## config.mk

```make
export PLATFORM = sky130hd
export DESIGN_NAME = prot_relay_sequencer_flat
export DESIGN_NICKNAME = d
export VERILOG_FILES = /design/src/rtl/prot_relay_sequencer_if.sv /design/src/rtl/prot_relay_sequencer.sv /design/src/flat_wrapper.sv
export SDC_FILE = /design/constraint.sdc
export NUM_CORES = 1
export LEC_CHECK = 0
export CAP_MARGIN = 30
export CORE_MARGIN = 3
export CORE_UTILIZATION = 51
export CTS_CLUSTER_DIAMETER = 100
export DETAILED_ROUTE_END_ITERATION = 10
export PLACE_DENSITY = 0.74
export RECOVER_POWER = 50
export SETUP_SLACK_MARGIN = 0.05
export SYNTH_ARGS = -nofsm -noshare
export SYNTH_HDL_FRONTEND = slang
export SYNTH_SLANG_ARGS = --single-unit
```

## constraint.sdc

```tcl
create_clock -name clk -period 1.5 [get_ports clk]
set_input_delay 0.15 -clock clk [delete_from_list [all_inputs] [get_ports clk]]
set_output_delay 0.15 -clock clk [all_outputs]
set_load 0.01 [all_outputs]
```

## src/rtl/prot_relay_sequencer_if.sv

```systemverilog
`default_nettype none
// ============================================================================
//  Module      : prot_relay_if
//  Description : Bundles the comparator inputs, the operator clear button and
//                the relay / LED outputs of the protection relay sequencer.
//                master : the side that drives the comparator inputs and the
//                         clear button and observes the relay and LEDs.
//                slave  : the sequencer itself.
//  Signals     : vin_too_high     comparator, 1 = over-voltage (async)
//                vin_not_negative comparator, 0 = negative input (async)
//                lockout_clear    operator clear button, active high (async)
//                prot_relay_en    relay drive, 1 = closed
//                ok_led_en        lit while the relay is closed
//                fault_led_en     fault indicator (blinks in lockout)
//                vhi_led_en       latched over-voltage cause
//                vlo_led_en       latched negative-input cause
//                locked_out       1 while locked out
//  Revision    : 1.0  initial release
// ============================================================================
interface prot_relay_if;
  logic vin_too_high;
  logic vin_not_negative;
  logic lockout_clear;
  logic prot_relay_en;
  logic ok_led_en;
  logic fault_led_en;
  logic vhi_led_en;
  logic vlo_led_en;
  logic locked_out;

  modport master (
    output vin_too_high,
    output vin_not_negative,
    output lockout_clear,
    input  prot_relay_en,
    input  ok_led_en,
    input  fault_led_en,
    input  vhi_led_en,
    input  vlo_led_en,
    input  locked_out
  );

  modport slave (
    input  vin_too_high,
    input  vin_not_negative,
    input  lockout_clear,
    output prot_relay_en,
    output ok_led_en,
    output fault_led_en,
    output vhi_led_en,
    output vlo_led_en,
    output locked_out
  );
endinterface
`default_nettype wire

```

## src/rtl/prot_relay_sequencer.sv

```systemverilog
`default_nettype none
// ============================================================================
//  Module      : prot_relay_sequencer
//  Description : Protection relay sequencer driven by the window comparators.
//                Closes the relay only after a sustained run of good input,
//                drops it quickly on a fault, latches the fault cause, waits a
//                hold-off before re-arming and locks out after repeated
//                faults until the operator clears it.
//  Ports       : clk       slow system clock (divided LFOSC)
//                por_done  asynchronous active-low reset (low = reset)
//                bus       prot_relay_if.slave: comparator inputs, clear
//                          button, relay and LED outputs
//  Revision    : 1.0  initial release
// ============================================================================
module prot_relay_sequencer #(
  parameter int ARM_CYCLES     = 8,
  parameter int HOLDOFF_CYCLES = 54,
  parameter int MAX_RETRIES    = 3,
  parameter int STABLE_CYCLES  = 108,
  parameter int BLINK_CYCLES   = 27,
  parameter int CNT_WIDTH      = 8
) (
  input  wire logic   clk,
  input  wire logic   por_done,
  prot_relay_if.slave bus
);

  localparam int c_retry_w = (MAX_RETRIES < 2) ? 1 : $clog2(MAX_RETRIES + 1);

  localparam logic [1:0] c_arming  = 2'd0;
  localparam logic [1:0] c_on      = 2'd1;
  localparam logic [1:0] c_holdoff = 2'd2;
  localparam logic [1:0] c_lockout = 2'd3;

  localparam logic [CNT_WIDTH-1:0] c_timer_one  = CNT_WIDTH'(1);
  localparam logic [CNT_WIDTH-1:0] c_arm_last   = CNT_WIDTH'(ARM_CYCLES - 1);
  localparam logic [CNT_WIDTH-1:0] c_hold_last  = CNT_WIDTH'(HOLDOFF_CYCLES - 1);
  localparam logic [CNT_WIDTH-1:0] c_blink_last = CNT_WIDTH'(BLINK_CYCLES - 1);
  localparam logic [CNT_WIDTH-1:0] c_stable     = CNT_WIDTH'(STABLE_CYCLES);

  localparam logic [c_retry_w-1:0] c_retry_one = c_retry_w'(1);
  localparam logic [c_retry_w-1:0] c_retry_max = c_retry_w'(MAX_RETRIES);
  localparam logic [c_retry_w-1:0] c_retry_sat = {c_retry_w{1'b1}};

  // Two-flop synchronisers for the asynchronous inputs
  logic r_th_s1, r_th_s2;
  logic r_nn_s1, r_nn_s2;
  logic r_clr_s1, r_clr_s2, r_clr_d;

  // Sequencer state
  logic [1:0]           r_state;
  logic [CNT_WIDTH-1:0] r_timer;
  logic [c_retry_w-1:0] r_retry;

  // Output flops
  logic r_relay;
  logic r_ok;
  logic r_fault_led;
  logic r_vhi;
  logic r_vlo;
  logic r_locked;

  // Next-state values
  logic [1:0]           w_state_nxt;
  logic [CNT_WIDTH-1:0] w_timer_nxt;
  logic [c_retry_w-1:0] w_retry_nxt;
  logic                 w_fault_nxt;
  logic                 w_vhi_nxt;
  logic                 w_vlo_nxt;

  logic                 w_good;
  logic                 w_clear_rise;
  logic [CNT_WIDTH-1:0] w_timer_inc;
  logic [c_retry_w-1:0] w_retry_inc;

  assign w_good       = r_nn_s2 & ~r_th_s2;
  assign w_clear_rise = r_clr_s2 & ~r_clr_d;
  assign w_timer_inc  = r_timer + c_timer_one;
  // Saturating so a wide retry counter never wraps back to zero
  assign w_retry_inc  = (r_retry == c_retry_sat) ? r_retry : r_retry + c_retry_one;

  always_comb begin
    w_state_nxt = r_state;
    w_timer_nxt = r_timer;
    w_retry_nxt = r_retry;
    w_fault_nxt = r_fault_led;
    w_vhi_nxt   = r_vhi;
    w_vlo_nxt   = r_vlo;

    case (r_state)
      c_arming: begin
        w_fault_nxt = 1'b0;
        if (!w_good) begin
          w_timer_nxt = '0;
        end else if (r_timer == c_arm_last) begin
          // ARM_CYCLES-th consecutive good cycle: close the relay and
          // forget the previous fault cause
          w_state_nxt = c_on;
          w_timer_nxt = '0;
          w_vhi_nxt   = 1'b0;
          w_vlo_nxt   = 1'b0;
        end else begin
          w_timer_nxt = w_timer_inc;
        end
      end

      c_on: begin
        // A fault takes priority over the stable-time retry clear
        if (!w_good) begin
          if (r_th_s2) w_vhi_nxt = 1'b1;
          if (!r_nn_s2) w_vlo_nxt = 1'b1;
          w_retry_nxt = w_retry_inc;
          w_fault_nxt = 1'b1;
          w_timer_nxt = '0;
          if ((MAX_RETRIES != 0) && (w_retry_inc == c_retry_max)) begin
            w_state_nxt = c_lockout;
          end else begin
            w_state_nxt = c_holdoff;
          end
        end else if (r_timer != c_stable) begin
          w_timer_nxt = w_timer_inc;
          if (w_timer_inc == c_stable) begin
            w_retry_nxt = '0;
          end
        end
      end

      c_holdoff: begin
        // Input quality is irrelevant during the dwell
        if (r_timer == c_hold_last) begin
          w_state_nxt = c_arming;
          w_timer_nxt = '0;
          w_fault_nxt = 1'b0;
        end else begin
          w_timer_nxt = w_timer_inc;
        end
      end

      c_lockout: begin
        if (w_clear_rise) begin
          w_state_nxt = c_arming;
          w_timer_nxt = '0;
          w_retry_nxt = '0;
          w_vhi_nxt   = 1'b0;
          w_vlo_nxt   = 1'b0;
          w_fault_nxt = 1'b0;
        end else if (r_timer == c_blink_last) begin
          w_fault_nxt = ~r_fault_led;
          w_timer_nxt = '0;
        end else begin
          w_timer_nxt = w_timer_inc;
        end
      end

      default: begin
        w_state_nxt = c_arming;
        w_timer_nxt = '0;
      end
    endcase
  end

  always_ff @(posedge clk or negedge por_done) begin
    if (!por_done) begin
      r_th_s1     <= 1'b0;
      r_th_s2     <= 1'b0;
      r_nn_s1     <= 1'b0;
      r_nn_s2     <= 1'b0;
      r_clr_s1    <= 1'b0;
      r_clr_s2    <= 1'b0;
      r_clr_d     <= 1'b0;
      r_state     <= c_arming;
      r_timer     <= '0;
      r_retry     <= '0;
      r_relay     <= 1'b0;
      r_ok        <= 1'b0;
      r_fault_led <= 1'b0;
      r_vhi       <= 1'b0;
      r_vlo       <= 1'b0;
      r_locked    <= 1'b0;
    end else begin
      r_th_s1     <= bus.vin_too_high;
      r_th_s2     <= r_th_s1;
      r_nn_s1     <= bus.vin_not_negative;
      r_nn_s2     <= r_nn_s1;
      r_clr_s1    <= bus.lockout_clear;
      r_clr_s2    <= r_clr_s1;
      r_clr_d     <= r_clr_s2;
      r_state     <= w_state_nxt;
      r_timer     <= w_timer_nxt;
      r_retry     <= w_retry_nxt;
      // Pin drivers are decoded from the next state so they change on the
      // same edge as the state and reach the pins straight from a flop
      r_relay     <= (w_state_nxt == c_on);
      r_ok        <= (w_state_nxt == c_on);
      r_locked    <= (w_state_nxt == c_lockout);
      r_fault_led <= w_fault_nxt;
      r_vhi       <= w_vhi_nxt;
      r_vlo       <= w_vlo_nxt;
    end
  end

  assign bus.prot_relay_en = r_relay;
  assign bus.ok_led_en     = r_ok;
  assign bus.fault_led_en  = r_fault_led;
  assign bus.vhi_led_en    = r_vhi;
  assign bus.vlo_led_en    = r_vlo;
  assign bus.locked_out    = r_locked;

endmodule
`default_nettype wire

```

## src/flat_wrapper.sv

```systemverilog
// flat-port wrapper written by rule: the top's interface ports become plain ports
module prot_relay_sequencer_flat 
#(
  parameter int ARM_CYCLES     = 8,
  parameter int HOLDOFF_CYCLES = 54,
  parameter int MAX_RETRIES    = 3,
  parameter int STABLE_CYCLES  = 108,
  parameter int BLINK_CYCLES   = 27,
  parameter int CNT_WIDTH      = 8
)
  (clk, por_done, bus_vin_too_high, bus_vin_not_negative, bus_lockout_clear, bus_prot_relay_en, bus_ok_led_en, bus_fault_led_en, bus_vhi_led_en, bus_vlo_led_en, bus_locked_out);
  prot_relay_if bus_i ();
  input  wire logic clk;
  input  wire logic por_done;
  input wire logic [$bits(bus_i.vin_too_high)-1:0] bus_vin_too_high;
  input wire logic [$bits(bus_i.vin_not_negative)-1:0] bus_vin_not_negative;
  input wire logic [$bits(bus_i.lockout_clear)-1:0] bus_lockout_clear;
  output wire logic [$bits(bus_i.prot_relay_en)-1:0] bus_prot_relay_en;
  output wire logic [$bits(bus_i.ok_led_en)-1:0] bus_ok_led_en;
  output wire logic [$bits(bus_i.fault_led_en)-1:0] bus_fault_led_en;
  output wire logic [$bits(bus_i.vhi_led_en)-1:0] bus_vhi_led_en;
  output wire logic [$bits(bus_i.vlo_led_en)-1:0] bus_vlo_led_en;
  output wire logic [$bits(bus_i.locked_out)-1:0] bus_locked_out;
  assign bus_i.vin_too_high = bus_vin_too_high;
  assign bus_i.vin_not_negative = bus_vin_not_negative;
  assign bus_i.lockout_clear = bus_lockout_clear;
  assign bus_prot_relay_en = bus_i.prot_relay_en;
  assign bus_ok_led_en = bus_i.ok_led_en;
  assign bus_fault_led_en = bus_i.fault_led_en;
  assign bus_vhi_led_en = bus_i.vhi_led_en;
  assign bus_vlo_led_en = bus_i.vlo_led_en;
  assign bus_locked_out = bus_i.locked_out;
  prot_relay_sequencer #(.ARM_CYCLES(ARM_CYCLES), .HOLDOFF_CYCLES(HOLDOFF_CYCLES), .MAX_RETRIES(MAX_RETRIES), .STABLE_CYCLES(STABLE_CYCLES), .BLINK_CYCLES(BLINK_CYCLES), .CNT_WIDTH(CNT_WIDTH)) u_core (.clk(clk), .por_done(por_done), .bus(bus_i));
endmodule
```

### Word level (Yosys, flattened, before mapping)

Index checks and enable logic that the tools add are counted.

* add/subtract/negate cells: 2
* equal/unequal tests: 22
* multiplexer cells: 35
* bitwise operators: 5
* reductions and logical operators: 7

Operators by type and width (count)
* $mux W8: 7
* $pmux W8 S4: 1
* $mux W2: 10
* $mux W1: 12
* $reduce_and A6 Y1: 2
* $eq A2 B2 Y1 const B: 5
* $ne A2 B1 Y1 const B: 5
* $add A8 B1 Y8 const B: 1
* $eq A8 B3 Y1 const B: 1
* $eq A8 B5 Y1 const B: 1
* $eq A8 B6 Y1 const B: 1
* $eq A8 B7 Y1 const B: 1
* $ne A8 B7 Y1 const B: 1
* $pmux W2 S4: 1
* $ne A3 B3 Y1 const B: 2
* $pmux W1 S3: 2
* $eq A2 B1 Y1 const B: 2
* $ne A2 B2 Y1 const B: 2
* $pmux W1 S4: 1
* $pmux W2 S2: 1
* $reduce_and A4 Y1: 1
* $ne A3 B1 Y1 const B: 1
* $not A1 Y1: 3
* $reduce_and A3 Y1: 1
* other kinds (5): 6

* flip-flop bits (word level): 24
* input port bits: 5
* output and inout bits: 6
* logic and storage cells: 86

### Logic depth before layout (Yosys ltp)

Gate-level depths: netlist (run 1).

* depth after elaboration: 7
* mapped depth: 7
* depth with buffers taken out: 7

### Worst setup path after synthesis (run 1)

No wires, ideal clock.

* path type: register to register
* start point: register u_core.r_timer[0]
* end point: register u_core.r_retry[0]
* library setup time: 0.118 ns
* arrival time: 1.593 ns
* required time: 1.382 ns
* setup slack: -0.211 ns
* cell stages (with the launch flop): 7
* path buffers: 1
* clock period less this slack: 1.711 ns
* path through: dfrtp_1 ha_1 clkbuf_1 xnor2_1 nor4_1 a31oi_1 a21o_1

* longest elaborated chain between the ends: 4
* elaborated cells between the ends (all ways): 6
* classes of those cells: add/sub (1); eq/ne (4); reduce/logical (1)

Ends and longest elaborated chain
* from (decl): RTL line prot_relay_sequencer.sv:52 `logic [CNT_WIDTH-1:0] r_timer;`
* from (signal assigned): RTL line prot_relay_sequencer.sv:189 `r_timer <= w_timer_nxt;`
* $add A8 B1 Y8: RTL line prot_relay_sequencer.sv:78 `assign w_timer_inc = r_timer + c_timer_one;`
* $eq A8 B7 Y1: RTL line prot_relay_sequencer.sv:122 `if (w_timer_inc == c_stable) begin`
* $ne A3 B3 Y1 (no source line)
* $reduce_and A4 Y1 (no source line) (*)
* to (signal assigned): RTL line prot_relay_sequencer.sv:190 `r_retry <= w_retry_nxt;`
* to (decl): RTL line prot_relay_sequencer.sv:53 `logic [c_retry_w-1:0] r_retry;`

Mark *: on every way between the ends. The rest lies on a longest branch, timed or not.
A chain may end at the register's enable or synchronous reset.

### Worst setup path after layout (run 1)

* start point: register u_core.r_th_s2
* end point: register u_core.r_retry[1]

* longest elaborated chain between the ends: 4
* elaborated cells between the ends (all ways): 7
* classes of those cells: eq/ne (2); mux (2); bitwise (2); reduce/logical (1)

Ends and longest elaborated chain
* from (decl): RTL line prot_relay_sequencer.sv:46 `logic r_th_s1, r_th_s2;`
* from (signal assigned): RTL line prot_relay_sequencer.sv:182 `r_th_s2 <= r_th_s1;`
* $not A1 Y1 (*): RTL line prot_relay_sequencer.sv:76 `assign w_good = r_nn_s2 & ~r_th_s2;`
* $and A1 B1 Y1 (*): RTL line prot_relay_sequencer.sv:76
* $ne A3 B3 Y1 (no source line) or $mux W2 (tied branches)
* $reduce_and A4 Y1 (no source line) or $pmux W2 S2 (tied branches)

Marked as above.

==> summary.md, run 1 <==
| Metric | Value |
|---|---|
| Yosys warnings | 0 |
| Critical Path RT | 1.79 ns |
| Core ar. | 0.00232 sq mm |
| Critical path class | register to register |
| Worst r2r src | u_core.r_th_s2$_DFF_PN0_ |
| Mapped Cells | 128 |
| Pre-CTS WS | -0.228 ns |
| Initial antenna violation count | 0 |
| Cell area after synthesis | 0.00130 sq mm |
| Synth-to-layout area growth | 48.2% |
| Worst min-delay path category | input port to asynchronous set/reset pin |
| Most common cell in the netlist | dfrtp_1 |
| Final Hold Viols | 0 |
| Utilization after layout | 0.829 |
| Crit path from | u_core.r_th_s2$_DFF_PN0_ |
| Avg WL per Cell | 17.9 um |
| Sequential cell area fraction in the yosys report | 0.463 |
| Height of the die | 56.4 um |
| Clk slew on worst S/H paths | 0.15 ns |
| Overall routing resource usage | 0.224 |
| Post-synth EDFFs | 0 |
| Max Freq | 588 MHz |
| Placed inst area | 0.00163 sq mm |
| # IOs | 11 |
| Multi-input logic area | 803 sq um |
| Reg2reg setup slack | -0.20 ns |
| Failing checks | setup timing |
| Asr flop ratio synth | 1.00 |
| Vias in the first global route | 1174 |
| Synth top area cells | dfrtp_1 46%, ha_1 4.8%, nor2_1 3.5% |
| Row count | 17 |
| Static Leak | 0.000815 uW |
| Via density | 6.04 |
| Post-route clock period utilization | 1.13 |
| Design area | 0.00192 sq mm |
| P per Cell Area | 662 mW/mm^2 |
| Yosys top cell area share | 0.463 |
| Flops & latches, synth | 24 |
| Reg2Reg Depth | 7 |
| First-pass GRT wire length | 5.62 mm |
| Die ar. | 0.00319 sq mm |
| Worst VDD drop | 1090 uV |
| # setup viols final | 17 |
| Maximum clock path buffer count | 2 |
| Clock H-tree levels | 1 |
| Post-Syn Area per Cell | 10.1 sq um |
| Vias post-DR | 1221 |
| Sink Count | 24 |
| Hold Buf Count CTS | 0 |
| Worst setup margin | -0.201 ns |
| Non-filler cells, final | 202 |
| Grt total ovfl | 0 |
| RePlAce Congestion | 0.899 |
| Worst Path Arrival | 1.99 ns |
| Syn nets | 138 |
| Actual slew at the worst max-slew pin | 0.602 ns |
| Dpl cells | 187 |
| Antenna viol nets, final | 0 |
| Worst Clk Skew | 0.00938 ns |
| Nets | 185 |
| Critical Path Source Type | register |
| Register area | 604 sq um |
| Fillers | 117 |
| Die W | 56.4 um |
| TritonCTS clock tree | done |
| Slew Limit Fails | 0 |
| Crit path time final | 1.70 ns |
| Routed wire length | 3.62 mm |
| Count of cell types in the netlist | 46 |
| DRT iter0 DRCs | 46 |
| Starting Density | 0.560 |
| CP Capture Type | register |
| Worst-skew pair later-pin latency | 0.35 ns |
| Initial DRT Pass Iterations | 4 |
| Largest area contributor in the synthesized netlist | dfrtp_1 |
| Leading registers by flop count | u_core.r_timer: 8 flops, u_core.r_retry: 2 flops, u_core.r_state: 2 flops |
| Tightest hold margin | 0.305 ns |
| CTS Root Cell | clkbuf_4 |
| Largest register by flop count | u_core.r_timer |
| IO buf count | 10 |
| Ant diodes | 0 |
| Largest net degree at the start of global routing | 25 |
| Status | complete, but fails checks |
| DRC Markers | 0 |
| Top_reg_cell synth | dfrtp_1 |
| RR Endpoint | u_core.r_retry[1]$_DFFE_PN0P_ |
| DP HPWL | 2.27 mm |
| Max FFs per register | 8 |
| Worst slew margin | 0.598 |
| Share of post-route cells with drive strength above 1 | 0.460 |
| Unrepaired setup endpoints after global routing | yes |
| Critical-path maximum fanout | 3 |
| Max-cap violations | 0 |
| CTS Buf Count | 3 |
| Most frequent cells after synthesis | 24 x dfrtp_1, 12 x nor2_1, 8 x a21oi_1, 8 x inv_1, 8 x nand2_1 |
-- critical path, cell delays in order, from the launching register on --
cell,delay (ns)
dfrtp_1,0.43
buf_4,0.14
buf_4,0.13
or2b_2,0.33
nor2_2,0.13
nor2_1,0.10
a31oi_2,0.21
a2bb2oi_1,0.18
-- worst max-delay path by stage --
| stage | endpoint | cells after the start | slack, ns |
|---|---|---|---|
| 2_1_floorplan | u_core.r_timer[0]$_DFFE_PN0P_ | 6 | -0.15 |
| 3_3_place_gp | u_core.r_timer[0]$_DFFE_PN0P_ | 5 | -0.20 |
| 3_5_place_dp | u_core.r_retry[1]$_DFFE_PN0P_ | 6 | -0.23 |
| 4_1_cts | u_core.r_timer[0]$_DFFE_PN0P_ | 5 | -0.18 |
| 5_1_grt | u_core.r_timer[0]$_DFFE_PN0P_ | 5 | -0.31 |
| 6_report | u_core.r_retry[1]$_DFFE_PN0P_ | 7 | -0.20 |
-- layout by cell type, fill, tap and decap left out, drive strengths merged, types with 3 or more instances in the layout --
cell	instances
a21oi	8
buf	37
clkbuf	4
clkdlybuf4s50	6
dfrtp	24
dlygate4sd3	4
ha	5
inv	8
nand2	8
nand3	5
nand4	5
nor2	12
o21ai	7
or2b	3
xor2	3
-- area by class of cell --
type | instances | area share
clock buffer | 3 | 0.0117
clock inverter | 1 | 0.0156
inverter | 8 | 0.0156
multi-input combinational | 90 | 0.418
sequential | 24 | 0.314
tap | 28 | 0.0182
timing repair buffer | 48 | 0.207
-- metal layers --
metal / share of wire / up-vias / GRT usage
li1: - / 554 / -
met1: 0.43 / 605 / 0.299
met2: 0.48 / 51 / 0.368
met3: 0.057 / 11 / 0.0506
met4: 0.031 / 0 / 0.0508
met5: 0 / - / 0
-- per-stage QoR --
stage               power [uW]  setup TNS, ns
finish                    1270          -1.83
floorplan                  710         -0.586
global route              1320          -3.13
global placement           757          -1.25
detailed placement         760          -1.66
CTS                       1240          -1.56
-- report_power, final --
group / internal [uW] / total, uW / switching [uW]
Combinational: 49.4 / 105 / 56.0
Sequential: 660 / 666 / 5.99
Clock: 271 / 503 / 231
Total: 980 / 1270 / 293
-- cell families (layout without fill, tap and decap cells) --
kind of cell | after synthesis | in the layout | share of synthesized area
AND/OR/NAND/NOR | 47 | 47 | 0.217
AO/OA/AOI/OAI | 31 | 31 | 0.164
flip-flops | 24 | 24 | 0.463
buffers and inverters | 14 | 60 | 0.0588
adder cells (fa/ha/maj) | 5 | 5 | 0.0482
XOR/XNOR | 5 | 5 | 0.0338
multiplexers | 2 | 2 | 0.0154
-- repair_timing --
action,4_1_cts,5_1_grt
pin swaps,11,11
buffers inserted,3,8
gates resized for setup,21,15
setup endpoints to repair,18,19
endpoints found under the hold margin,0,0
Note: power is estimated with default switching activity, not from simulation.
==> run 2, diff against run 1 <==
- CTS_CLUSTER_SIZE: not set -> 24
- RECOVER_POWER: 50 -> not set
==> summary.md, run 2 (synthesized netlist as in run 1, its figures left out) <==
| Metric | Value |
|---|---|
| Unrepaired setup endpoints after global routing | yes |
| TritonCTS clock tree | done |
| Grt total ovfl | 0 (unchanged) |
| Core ar. | 0.00232 sq mm (unchanged) |
| Failing checks | setup timing |
| Die ar. | 0.00319 sq mm (unchanged) |
| Final Hold Viols | 0 (unchanged) |
| Via density | 6.03 (-0.25%) |
| Sink Count | 24 (unchanged) |
| Multi-input logic area | 803 sq um (unchanged) |
| Share of post-route cells with drive strength above 1 | 0.460 (unchanged) |
| Vias post-DR | 1218 (-0.25%) |
| Net Switching | 293 uW (about the same) |
| Height of the die | 56.4 um (unchanged) |
| Vias in the first global route | 1174 (unchanged) |
| Clk slew on worst S/H paths | 0.15 ns (about the same) |
| Overall routing resource usage | 0.224 (unchanged) |
| Slew Limit Fails | 0 (unchanged) |
| DRT iter0 DRCs | 46 (unchanged) |
| Static Leak | 0.000814 uW (about the same) |
| First-pass GRT wire length | 5.62 mm (unchanged) |
| Critical path class | register to register |
| Post-route clock period utilization | 1.14 (+0.00220) |
| Starting Density | 0.560 (unchanged) |
| Critical-path maximum fanout | 3 (unchanged) |
| Leading registers by flop count | u_core.r_timer: 8 flops, u_core.r_retry: 2 flops, u_core.r_state: 2 flops |
| Routed wire length | 3.62 mm (unchanged) |
| Avg WL per Cell | 17.9 um (unchanged) |
| Worst VDD drop | 1090 uV (about the same) |
| Clock H-tree levels | 1 (unchanged) |
| IO buf count | 10 (unchanged) |
| Synth-to-layout area growth | 48.4% |
| Fillers | 116 (-0.85%) |
| Max-cap violations | 0 (unchanged) |
| Max FFs per register | 8 (unchanged) |
| Initial antenna violation count | 0 (unchanged) |
| CTS Buf Count | 3 (unchanged) |
| Actual slew at the worst max-slew pin | 0.470 ns (-0.133 ns) |
| DP HPWL | 2.27 mm (unchanged) |
| Most common cell after layout, fill and taps aside | buf_4 |
| Antenna viol nets, final | 0 (unchanged) |
| Register share of total power | 0.521 (-0.002) |
| # IOs | 11 (unchanged) |
| Sw Ratio | 0.230 (-0.000607) |
| Combinational fraction of design power | 0.085 (+0.002) |
| Most frequent cells in the layout | 34 x buf_4, 21 x dfrtp_1, 10 x clkdlybuf4s50_1, 8 x nor2_1, 7 x nand2_1 |
| Pint | 983 uW (+0.30%) |
| P per Cell Area | 663 mW/mm^2 (about the same) |
| Nets | 185 (unchanged) |
| Worst Clk Skew | 0.00839 ns (-0.000982 ns) |
| CP Capture Type | register |
| Utilization after layout | 0.831 (+0.00108) |
| Register area | 604 sq um (unchanged) |
| Status | complete, but fails checks |
| Critical Path Source Type | register |
| Crit path time final | 1.70 ns (+0.00331 ns) |
| Ant diodes | 0 (unchanged) |
| Worst min-delay path category | input port to asynchronous set/reset pin |
| Tightest hold margin | 0.129 ns (-0.176 ns) |
| Worst setup margin | -0.205 ns (-0.00331 ns) |
| Maximum clock path buffer count | 2 (unchanged) |
| Initial DRT Pass Iterations | 4 (unchanged) |
| Worst Path Arrival | 1.95 ns (-0.04 ns) |
| DRC Markers | 0 (unchanged) |
| RePlAce Congestion | 0.899 (unchanged) |
| Part of the power in the clock network | 0.394 (about the same) |
| Worst-skew pair later-pin latency | 0.35 ns (about the same) |
| Dpl cells | 187 (unchanged) |
| Non-filler cells, final | 202 (unchanged) |
| CTS Root Cell | clkbuf_4 |
| # setup viols final | 16 (-1) |
| Critical Path RT | 1.74 ns (-0.05 ns) |
| Row count | 17 (unchanged) |
| Die W | 56.4 um (unchanged) |
| Worst slew margin | 0.679 (+0.0802) |
| Max Freq | 587 MHz (-0.19%) |
| Largest net degree at the start of global routing | 25 (unchanged) |
| Largest register by flop count | u_core.r_timer |
[run 2: power by group through the flow]
| stage | logic [uW] | registers (uW) | clock network (uW) |
|---|---|---|---|
| 4_1_cts | 93.3 | 665 | 483 |
| 3_5_place_dp | 83.1 | 677 | 0 |
| 5_1_grt | 118 | 667 | 533 |
| 2_1_floorplan | 30.8 | 680 | 0 |
| 6_report | 109 | 665 | 502 |
| 3_3_place_gp | 80.8 | 676 | 0 |
[run 2: worst max-delay path, cell delays in order, from the launching register on]
cell      delay (ns)
dfrtp_1         0.45
nor4b_4         0.33
nand4_2         0.21
a221oi_4        0.32
or2b_1          0.20
mux2i_1         0.09
[run 2: final timing paths]
kind                                               startpoint                             to  slack (ns)  depth (start not counted)
worst max register to register  u_core.r_timer[3]$_DFFE_PN0P_  u_core.r_timer[0]$_DFFE_PN0P_       -0.20                          5
worst min register to register       u_core.r_nn_s1$_DFF_PN0_       u_core.r_nn_s2$_DFF_PN0_        0.37                          0
worst max-delay path            u_core.r_timer[3]$_DFFE_PN0P_  u_core.r_timer[0]$_DFFE_PN0P_       -0.20                          5
min in group clk                         bus_vin_not_negative       u_core.r_nn_s1$_DFF_PN0_        0.22                          1
max in group asynchronous                            por_done  u_core.r_timer[7]$_DFFE_PN0P_        1.10                          2
worst min-delay path                                 por_done  u_core.r_retry[1]$_DFFE_PN0P_        0.13                          2
[run 2: repair_timing]
item / in CTS / in global routing
endpoints found under the setup margin: 18 / 19
resized for setup: 21 / 15
gates cloned: 0 / 0
buffers inserted: 3 / 8
pin swaps: 11 / 11
hold buffers: 0 / 0
[run 2: layer usage]
metal  GRT usage  wire length, um  vias to the layer above
met5           0                0                        -
met4      0.0508              111                        0
met3      0.0506              231                       11
met2       0.368             1740                       52
met1       0.299             1540                      601
li1            -                -                      554
[run 2: area by class of cell]
cell class                 instances  share of cell area
timing repair buffer              48               0.208
clock buffer                       3              0.0117
clock inverter                     1              0.0156
multi-input combinational         90               0.417
sequential                        24               0.314
inverter                           8              0.0156
tap                               28              0.0182
[run 2: per-stage QoR]
stage                     setup WS (ns)  cell area, sq um  power [uW]  TNS, ns
final                            -0.205              1930        1280    -1.83
after global routing             -0.306              1930        1320    -3.13
after CTS                        -0.177              1790        1240    -1.56
after detailed placement         -0.228              1630         760    -1.66
after global placement           -0.197              1630         757    -1.25
after floorplan                  -0.148              1350         710   -0.586
==> run 3, diff against run 2 <==
- HOLD_SLACK_MARGIN: not set -> 0.1
==> results of run 3 <==
No change in the layout: final DEF, timing and power equal those of run 2.
